**src/rtl/led_matrix_pkg.sv**
```systemverilog
// ---------------------------------------------------------------------------
// led_matrix_pkg
// Shared definitions for the LED matrix column scanner:
//   - glyph codes (GLYPH_BLANK .. GLYPH_ZERO)
//   - default panel geometry (5 columns x 7 rows)
//   - scan FSM state encoding
//   - idx_w(): safe index width for a count (minimum 1 bit)
//   - glyph_col(): the glyph ROM, returning one column pattern (row[0] = top)
// ---------------------------------------------------------------------------
package led_matrix_pkg;

  // Glyph codes
  localparam int unsigned GLYPH_BLANK = 0;
  localparam int unsigned GLYPH_LOW   = 1;
  localparam int unsigned GLYPH_MID   = 2;
  localparam int unsigned GLYPH_HIGH  = 3;
  localparam int unsigned GLYPH_ERROR = 4;
  localparam int unsigned GLYPH_A     = 5;
  localparam int unsigned GLYPH_G     = 6;
  localparam int unsigned GLYPH_ZERO  = 7;

  // Default panel geometry
  localparam int unsigned DEFAULT_N_COLS = 5;
  localparam int unsigned DEFAULT_N_ROWS = 7;

  // Font geometry: glyphs are 5 columns wide, wider panels repeat them
  localparam int unsigned FONT_COLS = 5;
  // Widest row vector glyph_col() can return
  localparam int unsigned ROW_MAX   = 16;

  typedef enum logic [1:0] {
    ST_IDLE  = 2'd0,
    ST_BLANK = 2'd1,
    ST_DRIVE = 2'd2
  } scan_state_t;

  // Width needed to index n items; never less than 1 bit
  function automatic int unsigned idx_w(input int unsigned n);
    return (n > 1) ? $clog2(n) : 1;
  endfunction

  // Glyph ROM: column 'idx' of glyph 'code'. Unknown codes show ERROR.
  function automatic logic [ROW_MAX-1:0] glyph_col(input int unsigned code,
                                                   input int unsigned idx);
    logic [6:0]  pat;
    int unsigned c;
    c   = idx % FONT_COLS;
    pat = 7'h00;
    case (code)
      GLYPH_BLANK: pat = 7'h00;
      GLYPH_LOW:   pat = 7'h3F;
      GLYPH_MID:   pat = 7'h1F;
      GLYPH_HIGH:  pat = 7'h7F;
      GLYPH_A: begin
        case (c)
          0, 4:    pat = 7'h7E;
          default: pat = 7'h09;
        endcase
      end
      GLYPH_G: begin
        case (c)
          0:       pat = 7'h3E;
          1:       pat = 7'h41;
          2, 3:    pat = 7'h49;
          default: pat = 7'h3A;
        endcase
      end
      GLYPH_ZERO: begin
        case (c)
          0:       pat = 7'h3E;
          1:       pat = 7'h51;
          2:       pat = 7'h49;
          3:       pat = 7'h45;
          default: pat = 7'h3E;
        endcase
      end
      default: begin
        // GLYPH_ERROR and any out-of-range code: letter 'E'
        case (c)
          0:       pat = 7'h7F;
          4:       pat = 7'h41;
          default: pat = 7'h49;
        endcase
      end
    endcase
    return ROW_MAX'(pat);
  endfunction

endpackage

```
**src/rtl/led_scan_timer.sv**
```systemverilog
// ---------------------------------------------------------------------------
// led_scan_timer
// Column slot timer for the LED matrix scanner. Each slot is DIV_TICKS cycles:
// BLANK_TICKS blank cycles followed by the drive phase. Columns advance at the
// end of each slot; after the last column it wraps and pulses o_wrap.
//
// Ports:
//   clk        in   system clock, rising edge
//   rstn       in   asynchronous reset, active-HIGH
//   i_run      in   1 = scan, 0 = return to idle on the next edge
//   o_idle     out  timer is idle (from state register)
//   o_drive    out  current slot is in its drive phase (from state register)
//   o_col_idx  out  current column index
//   o_wrap     out  registered pulse: the last column's slot just ended
// ---------------------------------------------------------------------------
module led_scan_timer
  import led_matrix_pkg::*;
#(
  parameter int unsigned N_COLS      = DEFAULT_N_COLS,
  parameter int unsigned DIV_TICKS   = 1000,
  parameter int unsigned BLANK_TICKS = 2
) (
  input  logic                        clk,
  input  logic                        rstn,
  input  logic                        i_run,
  output logic                        o_idle,
  output logic                        o_drive,
  output logic [idx_w(N_COLS)-1:0]    o_col_idx,
  output logic                        o_wrap
);

  localparam int unsigned TW = idx_w(DIV_TICKS);
  localparam int unsigned CW = idx_w(N_COLS);

  localparam logic [TW-1:0] TICK_LAST  = TW'(DIV_TICKS - 1);
  localparam logic [TW-1:0] BLANK_LAST = TW'((BLANK_TICKS == 0) ? 0 : BLANK_TICKS - 1);
  localparam logic [CW-1:0] COL_LAST   = CW'(N_COLS - 1);

  // With no blanking a slot starts directly in its drive phase
  localparam scan_state_t SLOT_START = (BLANK_TICKS == 0) ? ST_DRIVE : ST_BLANK;

  scan_state_t   r_state;
  logic [TW-1:0] r_tick;
  logic [CW-1:0] r_col_idx;
  logic          r_wrap;

  // Slot sequencing: IDLE -> (BLANK ->) DRIVE per column, wrapping per frame
  always_ff @(posedge clk or posedge rstn) begin
    if (rstn) begin
      r_state   <= ST_IDLE;
      r_tick    <= '0;
      r_col_idx <= '0;
      r_wrap    <= 1'b0;
    end else if (!i_run) begin
      r_state   <= ST_IDLE;
      r_tick    <= '0;
      r_col_idx <= '0;
      r_wrap    <= 1'b0;
    end else begin
      case (r_state)
        ST_IDLE: begin
          r_state   <= SLOT_START;
          r_tick    <= '0;
          r_col_idx <= '0;
          r_wrap    <= 1'b0;
        end
        default: begin
          r_wrap <= 1'b0;
          if (r_tick == TICK_LAST) begin
            r_tick  <= '0;
            r_state <= SLOT_START;
            if (r_col_idx == COL_LAST) begin
              r_col_idx <= '0;
              r_wrap    <= 1'b1;
            end else begin
              r_col_idx <= r_col_idx + CW'(1);
            end
          end else begin
            r_tick <= r_tick + TW'(1);
            if (r_state == ST_BLANK && r_tick == BLANK_LAST) begin
              r_state <= ST_DRIVE;
            end
          end
        end
      endcase
    end
  end

  assign o_idle    = (r_state == ST_IDLE);
  assign o_drive   = (r_state == ST_DRIVE);
  assign o_col_idx = r_col_idx;
  assign o_wrap    = r_wrap;

endmodule

```
**src/rtl/led_matrix_scan.sv**
```systemverilog
// ---------------------------------------------------------------------------
// led_matrix_scan
// Parametrised column-scanning driver for an N_COLS x N_ROWS LED matrix.
// Looks up the latched glyph in the shared ROM, drives one column at a time
// with anti-ghost blanking between columns, and swaps glyphs only at frame
// boundaries. Outputs lag the slot timer by one register stage, so the first
// column lights BLANK_TICKS+1 cycles after enable is sampled in idle.
//
// Optional feature (compile-time macro LED_MATRIX_BLINK_EN):
//   frame-counted blinking; while blink=1 the rows are blanked for alternating
//   blocks of BLINK_FRAMES frames, starting at the first frame boundary.
//   Without the macro, blink is ignored.
//
// Ports:
//   clk           in   system clock, rising edge
//   rstn          in   asynchronous reset, active-HIGH
//   en            in   scan enable
//   glyph_sel     in   requested glyph code
//   blink         in   blink request
//   col           out  one-hot column drive, active-high
//   row           out  row drive for the current column (row[0] = top)
//   col_idx       out  index of the column being driven
//   glyph_active  out  glyph code currently displayed
//   frame_done    out  1-cycle pulse at each frame boundary
// ---------------------------------------------------------------------------
module led_matrix_scan
  import led_matrix_pkg::*;
#(
  parameter int unsigned N_COLS       = DEFAULT_N_COLS,
  parameter int unsigned N_ROWS       = DEFAULT_N_ROWS,
  parameter int unsigned DIV_TICKS    = 1000,
  parameter int unsigned BLANK_TICKS  = 2,
  parameter int unsigned GLYPH_W      = 3,
  parameter int unsigned BLINK_FRAMES = 32
) (
  input  logic                      clk,
  input  logic                      rstn,
  input  logic                      en,
  input  logic [GLYPH_W-1:0]        glyph_sel,
  input  logic                      blink,
  output logic [N_COLS-1:0]         col,
  output logic [N_ROWS-1:0]         row,
  output logic [idx_w(N_COLS)-1:0]  col_idx,
  output logic [GLYPH_W-1:0]        glyph_active,
  output logic                      frame_done
);

  localparam int unsigned CW = idx_w(N_COLS);

  logic               w_idle;
  logic               w_drive;
  logic               w_wrap;
  logic [CW-1:0]      w_col_idx;
  logic [GLYPH_W-1:0] w_glyph_next;
  logic [N_ROWS-1:0]  w_rom_row;
  logic               w_row_gate;

  logic [N_COLS-1:0]  r_col;
  logic [N_ROWS-1:0]  r_row;
  logic [CW-1:0]      r_col_idx;
  logic [GLYPH_W-1:0] r_glyph_active;
  logic               r_frame_done;

  led_scan_timer #(
    .N_COLS      (N_COLS),
    .DIV_TICKS   (DIV_TICKS),
    .BLANK_TICKS (BLANK_TICKS)
  ) u_timer (
    .clk       (clk),
    .rstn      (rstn),
    .i_run     (en),
    .o_idle    (w_idle),
    .o_drive   (w_drive),
    .o_col_idx (w_col_idx),
    .o_wrap    (w_wrap)
  );

  // The first column of a new frame already shows the glyph being latched
  assign w_glyph_next = w_wrap ? glyph_sel : r_glyph_active;
  assign w_rom_row    = N_ROWS'(glyph_col(32'(w_glyph_next), 32'(w_col_idx)));

`ifdef LED_MATRIX_BLINK_EN
  localparam int unsigned BW = idx_w(2 * BLINK_FRAMES);

  logic [BW-1:0] r_blink_cnt;
  logic [BW-1:0] w_blink_cnt_nxt;
  logic          r_blink_seen;
  logic          w_blink_seen_nxt;

  // Frame count since blink rose; the first boundary starts the off phase
  always_comb begin
    w_blink_cnt_nxt  = r_blink_cnt;
    w_blink_seen_nxt = r_blink_seen;
    if (!en || !blink) begin
      w_blink_cnt_nxt  = '0;
      w_blink_seen_nxt = 1'b0;
    end else if (w_wrap) begin
      if (!r_blink_seen) begin
        w_blink_seen_nxt = 1'b1;
        w_blink_cnt_nxt  = '0;
      end else if (r_blink_cnt == BW'(2 * BLINK_FRAMES - 1)) begin
        w_blink_cnt_nxt = '0;
      end else begin
        w_blink_cnt_nxt = r_blink_cnt + BW'(1);
      end
    end
  end

  always_ff @(posedge clk or posedge rstn) begin
    if (rstn) begin
      r_blink_cnt  <= '0;
      r_blink_seen <= 1'b0;
    end else begin
      r_blink_cnt  <= w_blink_cnt_nxt;
      r_blink_seen <= w_blink_seen_nxt;
    end
  end

  // Off during the first BLINK_FRAMES of every 2*BLINK_FRAMES block
  assign w_row_gate = blink && w_blink_seen_nxt &&
                      (w_blink_cnt_nxt < BW'(BLINK_FRAMES));
`else
  logic [1:0] w_unused_blink;
  assign w_unused_blink = {blink, 1'(BLINK_FRAMES % 2)};
  assign w_row_gate     = 1'b0;
`endif

  // Output registers; en=0 forces the pins dark on the next edge
  always_ff @(posedge clk or posedge rstn) begin
    if (rstn) begin
      r_col          <= '0;
      r_row          <= '0;
      r_col_idx      <= '0;
      r_glyph_active <= '0;
      r_frame_done   <= 1'b0;
    end else if (!en) begin
      r_col        <= '0;
      r_row        <= '0;
      r_col_idx    <= '0;
      r_frame_done <= 1'b0;
    end else begin
      r_frame_done <= w_wrap;
      r_col_idx    <= w_col_idx;
      if (w_idle || w_wrap) begin
        r_glyph_active <= glyph_sel;
      end
      r_col <= w_drive ? (N_COLS'(1) << w_col_idx) : '0;
      r_row <= (w_drive && !w_row_gate) ? w_rom_row : '0;
    end
  end

  assign col          = r_col;
  assign row          = r_row;
  assign col_idx      = r_col_idx;
  assign glyph_active = r_glyph_active;
  assign frame_done   = r_frame_done;

endmodule

```
**config.mk**
```make
export PLATFORM = sky130hd
export DESIGN_NAME = led_matrix_scan
export DESIGN_NICKNAME = d
export VERILOG_FILES = /design/src/rtl/led_matrix_pkg.sv /design/src/rtl/led_scan_timer.sv /design/src/rtl/led_matrix_scan.sv
export SDC_FILE = /design/constraint.sdc
export NUM_CORES = 1
export LEC_CHECK = 0
export CORE_MARGIN = 5
export CORE_UTILIZATION = 25
export DETAILED_ROUTE_END_ITERATION = 10
export HOLD_SLACK_MARGIN = 0.15
export SETUP_SLACK_MARGIN = 0.5
export SLEW_MARGIN = 10
export SYNTH_ARGS = -nofsm -noshare
export SYNTH_HDL_FRONTEND = slang
export SYNTH_SLANG_ARGS = --single-unit
```
**constraint.sdc**
```tcl
create_clock -name clk -period 2.6 [get_ports clk]
set_input_delay 0.52 -clock clk [delete_from_list [all_inputs] [get_ports clk]]
set_output_delay 0.52 -clock clk [all_outputs]
set_load 0.02 [all_outputs]
```
### Yosys cells after proc, flatten, opt, wreduce, memory -nomap -nowiden

Index checks and enable logic that the tools add are counted.

* input bits: 7
* register bits after elaboration: 35
* output and inout bits: 19
* word-level logic and storage cells: 65

* div/mod/pow operators: 1
* add/subtract/negate cells: 2
* equal/unequal tests: 17
* shift-type cells: 1
* mux-type cells: 27
* reductions and logical operators: 8

Operator list (count)
* equality test 32 x 2 -> 1 bit (second input constant): 2
* one-hot mux 7 bit (7 select lines): 1
* one-hot mux 7 bit (3 select lines): 2
* equality test 32 x 1 -> 1 bit (second input constant): 1
* equality test 32 x 3 -> 1 bit (second input constant): 1
* zero test 32 bit: 1
* remainder unit 3 x 3 -> 32 bit (second input constant): 1
* 2-to-1 mux 10 bit: 3
* 2-to-1 mux 7 bit: 3
* 2-to-1 mux 3 bit: 6
* equality test 3 bit (second input constant): 4
* one-hot mux 6 bit (2 select lines): 1
* adder 10 x 1 -> 10 bit (second input constant): 1
* equality test 10 x 1 -> 1 bit (second input constant): 1
* equality test 10 bit (second input constant): 1
* 2-to-1 mux 5 bit: 2
* 2-to-1 mux 2 bit: 4
* equality test 3 x 2 -> 1 bit (second input constant): 2
* 2-to-1 mux 1 bit: 5
* << shifter 1 x 3 -> 5 bit (first input constant): 1
* inequality test 4 x 1 -> 1 bit (second input constant): 1
* OR reduction 2 bit: 2
* adder 3 x 1 -> 3 bit (second input constant): 1
* equality test 3 x 1 -> 1 bit (second input constant): 1
* other kinds (8): 8

### Logic depth before layout (Yosys ltp)

Gate-level depths: netlist of run 1.

* word-level depth: 7
* gate-level depth with buffers: 10
* depth with buffers taken out: 9

### Modules after synthesis

Synthesis of run 1 repeated with hierarchy kept, for this count alone.

* cells, all modules: 192
* area total of the unflattened synthesis: 2075.7 um2

Modules (own cells, without submodules)
* led_matrix_scan: seq. area each 475.5 um2, cells each 102, times used 1, area an instance 1168.6 um2
* led_scan_timer: seq. area each 400.4 um2, cells each 90, times used 1, area an instance 907.1 um2

### Least setup slack after synthesis of run 1

OpenSTA, ideal clock, no wires.

* kind: register to register
* from: register u_timer.r_col_idx[0] (netlist: u_timer.o_col_idx[0])
* to: register r_row[2] (netlist: row[2])
* arrival time: 1.912 ns
* library setup time: 0.131 ns
* path slack: 0.557 ns
* clock period less this slack: 2.043 ns
* path buffers: 1
* cell stages (with the launch flop): 11
* required time: 2.469 ns
* cells stage by stage: dfrtp_1 buf_2 inv_1 ha_1 inv_1 ha_1 a2111oi_4 a41oi_2 nand2_1 a31oi_1 a31oi_1

* cells in the longest elaborated chain, start to end: 7
* elaborated cells on any way between the ends: 15
* those cells by class: div: 1; eq/ne: 4; mux: 7; reduce/logical: 3

RTL lines
* start: declaration: line led_scan_timer.sv:44 `logic [CW-1:0] r_col_idx;`
* start signal: assignment: line led_scan_timer.sv:76 `r_col_idx <= r_col_idx + CW'(1);`
* remainder unit 3 x 3 -> 32 bit (*): line led_matrix_pkg.sv:47 `c = idx % FONT_COLS;`
* equality test 32 x 2 -> 1 bit (tied with other cells): line led_matrix_pkg.sv:61, led_matrix_pkg.sv:69
* OR reduction 2 bit, on equally long branches: line led_matrix_pkg.sv:61, led_matrix_pkg.sv:55
* one-hot mux 7 bit (3 select lines) or 2-to-1 mux 7 bit (tied branches): line led_matrix_pkg.sv:61, led_matrix_pkg.sv:55
* one-hot mux 7 bit (7 select lines) (*): line led_matrix_pkg.sv:49 `case (code)`
* 2-to-1 mux 7 bit (*): line led_matrix_scan.sv:148 `r_row <= (w_drive && !w_row_gate) ? w_rom_row : '0;`
* 2-to-1 mux 7 bit (*): line led_matrix_scan.sv:136 `end else if (!en) begin`
* end signal: assignment: line led_matrix_scan.sv:148
* end: declaration: line led_matrix_scan.sv:59 `logic [N_ROWS-1:0] r_row;`

Every way passes the cells marked *; elsewhere a longest branch is shown, timed or not.
A chain may end at the register's enable or synchronous reset.

### Worst setup path after layout of run 1

Ends and elaborated chain as after synthesis.

==> results.sh, run 1 <==
export IMPL_cts_root_buf="clkbuf_8"
export IMPL_syn_area_per_cell_um2=10.5
export IMPL_diodes=0
export IMPL_syn_inst=180
export IMPL_synth_simple_area_share=0.196
export IMPL_crit_fanout=4
export IMPL_path_class="reg2reg"
export IMPL_num_vias=1401
export IMPL_area_growth_pct=23.9
export IMPL_syn_area_um2=1900
export IMPL_synth_distinct_cells=47
export IMPL_peakVddDrop_v=0.000136
export IMPL_synth_xor_area_share=0.0415
export IMPL_hold_viol_final=0
export IMPL_die_w_um=97.1
export IMPL_clock_sinks=35
export IMPL_synth_edf_count=0
export IMPL_ys_seq_area_frac=0.461
export IMPL_pwr_share_seq=0.520
export IMPL_max_slew_margin=0.668
export IMPL_setup_viol=0
export IMPL_die_area_um2=9440
export IMPL_grt_max_degree=36
export IMPL_grt_usage=0.0851
export IMPL_fin_skew_ns=0.0159
export IMPL_ys_warn_count=0
export IMPL_switching_share=0.266
export IMPL_cts_made_buffers=5
export IMPL_p_int_uw=806
export IMPL_grt_pass1_wl_um=6660
export IMPL_vias_per_cell=4.53
export IMPL_synthAdderAreaFrac=0.0593
export IMPL_drc_errors=0
export IMPL_antenna_found_initial=0
export IMPL_io_pins=26
export IMPL_p_switching_uw=292
export IMPL_synth_top_family_by_area="simple AND/OR/NAND/NOR gates"
export IMPL_synth_compound_area_share=0.138
export IMPL_synth_flop_cell="dfrtp_1"
export IMPL_fin_util=0.321
export IMPL_die_y_um=97.1
export IMPL_timing_final_crit_share=0.756
export IMPL_overflow=0
export IMPL_core_um2=7330
export IMPL_power_density_nw_per_um2=467
export IMPL_hpwl_um=2810
export IMPL_nFillCells=740
export IMPL_wl_um=3830
export IMPL_slew_viol_final=0
export IMPL_required_ns=2.81
export IMPL_fin_nets=227
export IMPL_start_util=0.259
export IMPL_clk_pin_slew_ns=0.08
export IMPL_pre_cts_slack_ns=0.529
export IMPL_fin_ws_ns=0.635
export IMPL_place_gp_congestion=0.808
export IMPL_placementRows=31
export IMPL_status="finished, final reports clean"
export IMPL_wl_per_cell_um=12.4
export IMPL_drive_above_1_share=0.167
export IMPL_syn_num_nets=196
export IMPL_firstDrtPassIters=4
export IMPL_power_frac_clock=0.326
export IMPL_mostFrequentLayoutCells="dfrtp_1 (35), clkdlybuf4s50_1 (24), nor2_1 (21)"
export IMPL_fmax_mhz=509
export IMPL_place_port_buffers=24
export IMPL_cp_arrival_ns=2.17
export IMPL_htreeDepth=2
export IMPL_holdPathStages=1
export IMPL_endpoint_kind="flip-flop"
export IMPL_p_total_uw=1100
export IMPL_layout_commonest_cell="dfrtp_1"
export IMPL_cts_buffer_depth=2
export IMPL_finalCriticalPeriod_ns=1.96
export IMPL_setup_tns_ns=0
export IMPL_hold_buffers=0
export IMPL_combPwrFrac=0.154
export IMPL_tritoncts="yes"
export IMPL_cap_violations=0
export IMPL_grt_pass1_vias=1363
export IMPL_dpl_cell_area_um2=2260
export IMPL_ys_seq_elements=35
export IMPL_muxShareOfSynthArea=0.0699
export IMPL_clk_latency_ns=0.29
export IMPL_hp_class="reg2reg"
export IMPL_reg2regPathDepth=9
export IMPL_async_flop_share=1.00
export IMPL_antenna_left=0
export IMPL_rsz0062_at_grt="yes"
export IMPL_first_iter_violations=118
export IMPL_cp_start_kind="flip-flop"
export IMPL_stdcell_area_um2=2350
export IMPL_worst_pin_slew_ns=0.492
export IMPL_p_leak_uw=0.000957
-- cell usage after synthesis (all sizes together), types with 5 or more instances --
master | count | area (um2)
xnor2 | 6 | 52.6
o21ai | 9 | 48.8
inv | 6 | 22.5
a31oi | 5 | 31.3
nand2 | 12 | 47.6
nand3 | 6 | 30.0
a21oi | 8 | 40.0
nor2 | 22 | 85.1
dfrtp | 35 | 876
mux2 | 6 | 67.6
ha | 9 | 113
buf | 5 | 40.0
and2 | 7 | 43.8
-- critical path: stages, from the launching register on --
cell and delay, ns:
dfrtp_1 0.38, inv_2 0.11, ha_1 0.15, inv_1 0.04
ha_2 0.25, o21bai_2 0.21, o31ai_2 0.25, nor2b_2 0.22
o21bai_2 0.11, a31oi_1 0.17
-- area by class of cell --
class | instances | area [um2] | area share
Timing Repair Buffer | 29 | 278 | 0.118
Clock buffer | 6 | 72.6 | 0.0309
Sequential cell | 35 | 876 | 0.372
Tap cell | 99 | 124 | 0.0527
Inverter | 6 | 22.5 | 0.00957
Multi-Input combinational cell | 134 | 980 | 0.416
-- stage by stage --
step,instances,hold slack (ns)
finish,309,0.490
detailed placement,303,0.486
floorplan,180,0.453
CTS,309,0.495
global placement,303,0.475
global route,309,0.519
-- final timing paths --
path | slack, ns | end | start
worst max-delay path | 0.64 | row[2]$_DFF_PP0_ | u_timer.o_col_idx[0]$_DFFE_PP0P_
worst min-delay path | 0.49 | u_timer.r_tick[0]$_DFF_PP0_ | u_timer.r_tick[0]$_DFF_PP0_
worst max register to register | 0.64 | row[2]$_DFF_PP0_ | u_timer.o_col_idx[0]$_DFFE_PP0P_
worst min register to register | 0.49 | u_timer.r_tick[0]$_DFF_PP0_ | u_timer.r_tick[0]$_DFF_PP0_
max in group asynchronous | 1.65 | glyph_active[1]$_DFFE_PP0P_ | rstn
min in group asynchronous | 0.63 | u_timer.o_col_idx[2]$_DFFE_PP0P_ | rstn
-- power groups by stage --
stage	registers, uW	logic, uW	clock network, uW
floorplan	590	103	0
global placement	580	163	0
detailed placement	581	166	0
CTS	571	167	368
global route	573	187	386
finish	571	169	358
-- kinds of logic after synthesis --
kind of cell             Yosys count
AO/OA/AOI/OAI                     36
flip-flops                        35
buffers and inverters             11
AND/OR/NAND/NOR                   70
XOR/XNOR                           9
adder cells (fa/ha/maj)            9
multiplexers                      10
-- sequential cells by signal (all words and copies together), names as in the netlist --
| register | count |
|---|---|
| glyph_active | 3 |
| u_timer.r_state | 2 |
| row | 7 |
| u_timer.o_wrap | 1 |
| u_timer.o_col_idx | 3 |
| frame_done | 1 |
| u_timer.r_tick | 10 |
| col_idx | 3 |
| col | 5 |
-- per-layer routing --
layer  share of wire  track usage
met2            0.47        0.140
met5               0            0
met4           0.020       0.0389
met3           0.048       0.0208
met1            0.46        0.105
-- timing repair --
item	CTS	global route
endpoints found under the setup margin	0	6
setup buffers	0	0
gates resized for setup	0	6
Note: power is estimated with default switching activity, not from simulation.
==> inputs of run 2 (changes only) <==
Clock period 2.6 ns to 2 ns, I/O delays scaled along.
==> run 2 against run 1 <==
  * Flip-flop and latch count stayed put
  * Final cell count grew 4.9%
  * Total power up 40%
  * Register-to-register slack worse by 0.51 ns
  * Global-route usage increased by 0.34 points
  * Critical path depth unchanged
  * Fmax increased by 4.7%
  * Critical endpoint unchanged
  * Sequential share of layout area decreased by 3.3 points
  * Clock skew down 0.0098 ns
  * Core utilization increased by 3.3 points
==> results.sh, run 2 (synthesis gave the netlist of run 1 again) <==
export IMPL_status="finished, final reports clean"
export IMPL_fmax_mhz=533
export IMPL_diodes=0
export IMPL_cp_startpoint="u_timer.o_col_idx[0]$_DFFE_PP0P_"
export IMPL_required_ns=2.16
export IMPL_reg2regPathDepth=9
export IMPL_htreeDepth=2
export IMPL_die_area_um2=9440
export IMPL_fin_nets=240
export IMPL_grt_busiest_layer="met2"
export IMPL_hold_buffers=0
export IMPL_p_leak_uw=0.00116
export IMPL_placementRows=31
export IMPL_r2r_start="u_timer.o_col_idx[0]$_DFFE_PP0P_"
export IMPL_grt_pass1_vias=1426
export IMPL_top_register="u_timer.r_tick"
export IMPL_ff2ff_setup_slack_ns=0.12
export IMPL_antenna_left=0
export IMPL_die_y_um=97.1
export IMPL_grt_usage=0.0886
export IMPL_overflow=0
export IMPL_nFillCells=721
export IMPL_tritoncts="yes"
export IMPL_finalCriticalPeriod_ns=1.88
export IMPL_io_pins=26
export IMPL_num_vias=1472
export IMPL_slew_viol_final=0
export IMPL_path_class="reg2reg"
export IMPL_die_w_um=97.1
export IMPL_area_growth_pct=36.7
export IMPL_wl_per_cell_um=12.9
export IMPL_cts_buffer_depth=2
export IMPL_setup_tns_ns=0
export IMPL_clk_pin_slew_ns=0.08
export IMPL_crit_fanout=6
export IMPL_cts_root_buf="clkbuf_8"
export IMPL_setup_viol=0
export IMPL_crit_path_end="row[2]$_DFF_PP0_"
export IMPL_use_met1=0.107
export IMPL_drc_errors=0
export IMPL_start_util=0.259
export IMPL_largest_reg_flops=10
export IMPL_hp_class="reg2reg"
export IMPL_drive_above_1_share=0.307
export IMPL_r2r_end="row[2]$_DFF_PP0_"
export IMPL_use_met2=0.145
export IMPL_clock_sinks=35
export IMPL_holdWs_ns=0.488
export IMPL_first_iter_violations=66
export IMPL_hold_viol_final=0
export IMPL_peakVddDrop_v=0.000204
export IMPL_clk_latency_ns=0.29
export IMPL_cap_violations=0
export IMPL_cts_made_buffers=5
export IMPL_mostFrequentLayoutCells="dfrtp_1 (32), nor2_1 (20), dlygate4sd2_1 (18)"
export IMPL_grt_pass1_wl_um=6840
export IMPL_wl_um=4190
export IMPL_vias_per_cell=4.54
export IMPL_grt_max_degree=36
export IMPL_endpoint_kind="flip-flop"
export IMPL_core_um2=7330
export IMPL_place_gp_congestion=0.815
export IMPL_firstDrtPassIters=4
export IMPL_worst_pin_slew_ns=0.446
export IMPL_max_slew_margin=0.703
export IMPL_hpwl_um=2910
export IMPL_use_met3=0.0201
export IMPL_timing_final_crit_share=0.938
export IMPL_cp_arrival_ns=2.04
export IMPL_rsz0062_at_grt="yes"
export IMPL_fin_skew_ns=0.00611
export IMPL_layout_commonest_cell="dfrtp_1"
export IMPL_power_density_nw_per_um2=592
export IMPL_place_port_buffers=24
export IMPL_cp_start_kind="flip-flop"
export IMPL_antenna_found_initial=0
run 2: changes by cell type in the layout (fill, tap and decap cells not counted), sizes merged:
cell and change:
clkinv +1, buf +13, dlygate4sd2 +18, clkinvlp +1, clkdlybuf4s50 -19, clkdlybuf4s15 +1
run 2: how the worst min path moves through the flow:
| stage | from | end | slack [ns] | cells after the start |
|---|---|---|---|---|
| 4_1_cts | u_timer.r_tick[0]$_DFF_PP0_ | u_timer.r_tick[0]$_DFF_PP0_ | 0.49 | 1 |
| 3_5_place_dp | u_timer.r_tick[0]$_DFF_PP0_ | u_timer.r_tick[0]$_DFF_PP0_ | 0.48 | 1 |
| 6_report | u_timer.r_tick[0]$_DFF_PP0_ | u_timer.r_tick[0]$_DFF_PP0_ | 0.49 | 1 |
| 3_3_place_gp | u_timer.r_tick[0]$_DFF_PP0_ | u_timer.r_tick[0]$_DFF_PP0_ | 0.48 | 1 |
| 2_1_floorplan | u_timer.r_tick[0]$_DFF_PP0_ | u_timer.r_tick[0]$_DFF_PP0_ | 0.45 | 1 |
| 5_1_grt | u_timer.r_tick[0]$_DFF_PP0_ | u_timer.r_tick[0]$_DFF_PP0_ | 0.50 | 1 |
run 2: layer usage:
layer | share of wire | wire (um)
met5 | 0 | 0
met1 | 0.45 | 1880
met3 | 0.033 | 137
met2 | 0.50 | 2090
met4 | 0.021 | 89
run 2: per-stage QoR:
| step | total power (uW) | setup WS [ns] | area, um2 | std cells | utilization |
|---|---|---|---|---|---|
| after floorplan | 902 | 0.201 | 1950 | 180 | - |
| after global placement | 983 | 0.0626 | 2340 | 308 | 0.320 |
| after detailed placement | 985 | 0.0508 | 2340 | 308 | 0.320 |
| after CTS | 1540 | 0.148 | 2480 | 321 | 0.339 |
| after global routing | 1600 | 0.0456 | 2590 | 324 | 0.354 |
| final | 1540 | 0.124 | 2590 | 324 | 0.354 |
run 2: where the power goes:
part | total (uW) | switching (uW) | internal, uW
clock network | 551 | 270 | 281
logic | 244 | 143 | 101
registers | 742 | 18.6 | 723
total | 1540 | 432 | 1110
run 2: cell type report:
| cell class | instances | area (um2) | area share |
|---|---|---|---|
| inverter | 6 | 27.5 | 0.0106 |
| timing repair buffer | 42 | 357 | 0.137 |
| sequential | 35 | 880 | 0.339 |
| clock inverter | 2 | 16.3 | 0.00627 |
| clock buffer | 6 | 82.6 | 0.0318 |
| tap | 99 | 124 | 0.0477 |
| multi-input combinational | 134 | 1110 | 0.427 |
run 2: worst max-delay path: stages, from the launching register on:
cell       delay, ns
dfrtp_2         0.42
inv_6           0.05
ha_4            0.14
inv_2           0.06
ha_4            0.19
a2111oi_4       0.06
a41oi_4         0.31
nand2_2         0.13
a31oi_2         0.25
a31oi_1         0.13
run 2: what timing repair did:
item / 4_1_cts / 5_1_grt
pin swaps: 7 / 11
buffers inserted: 5 / 3
gates resized for setup: 28 / 20
endpoints found under the setup margin: 41 / 15
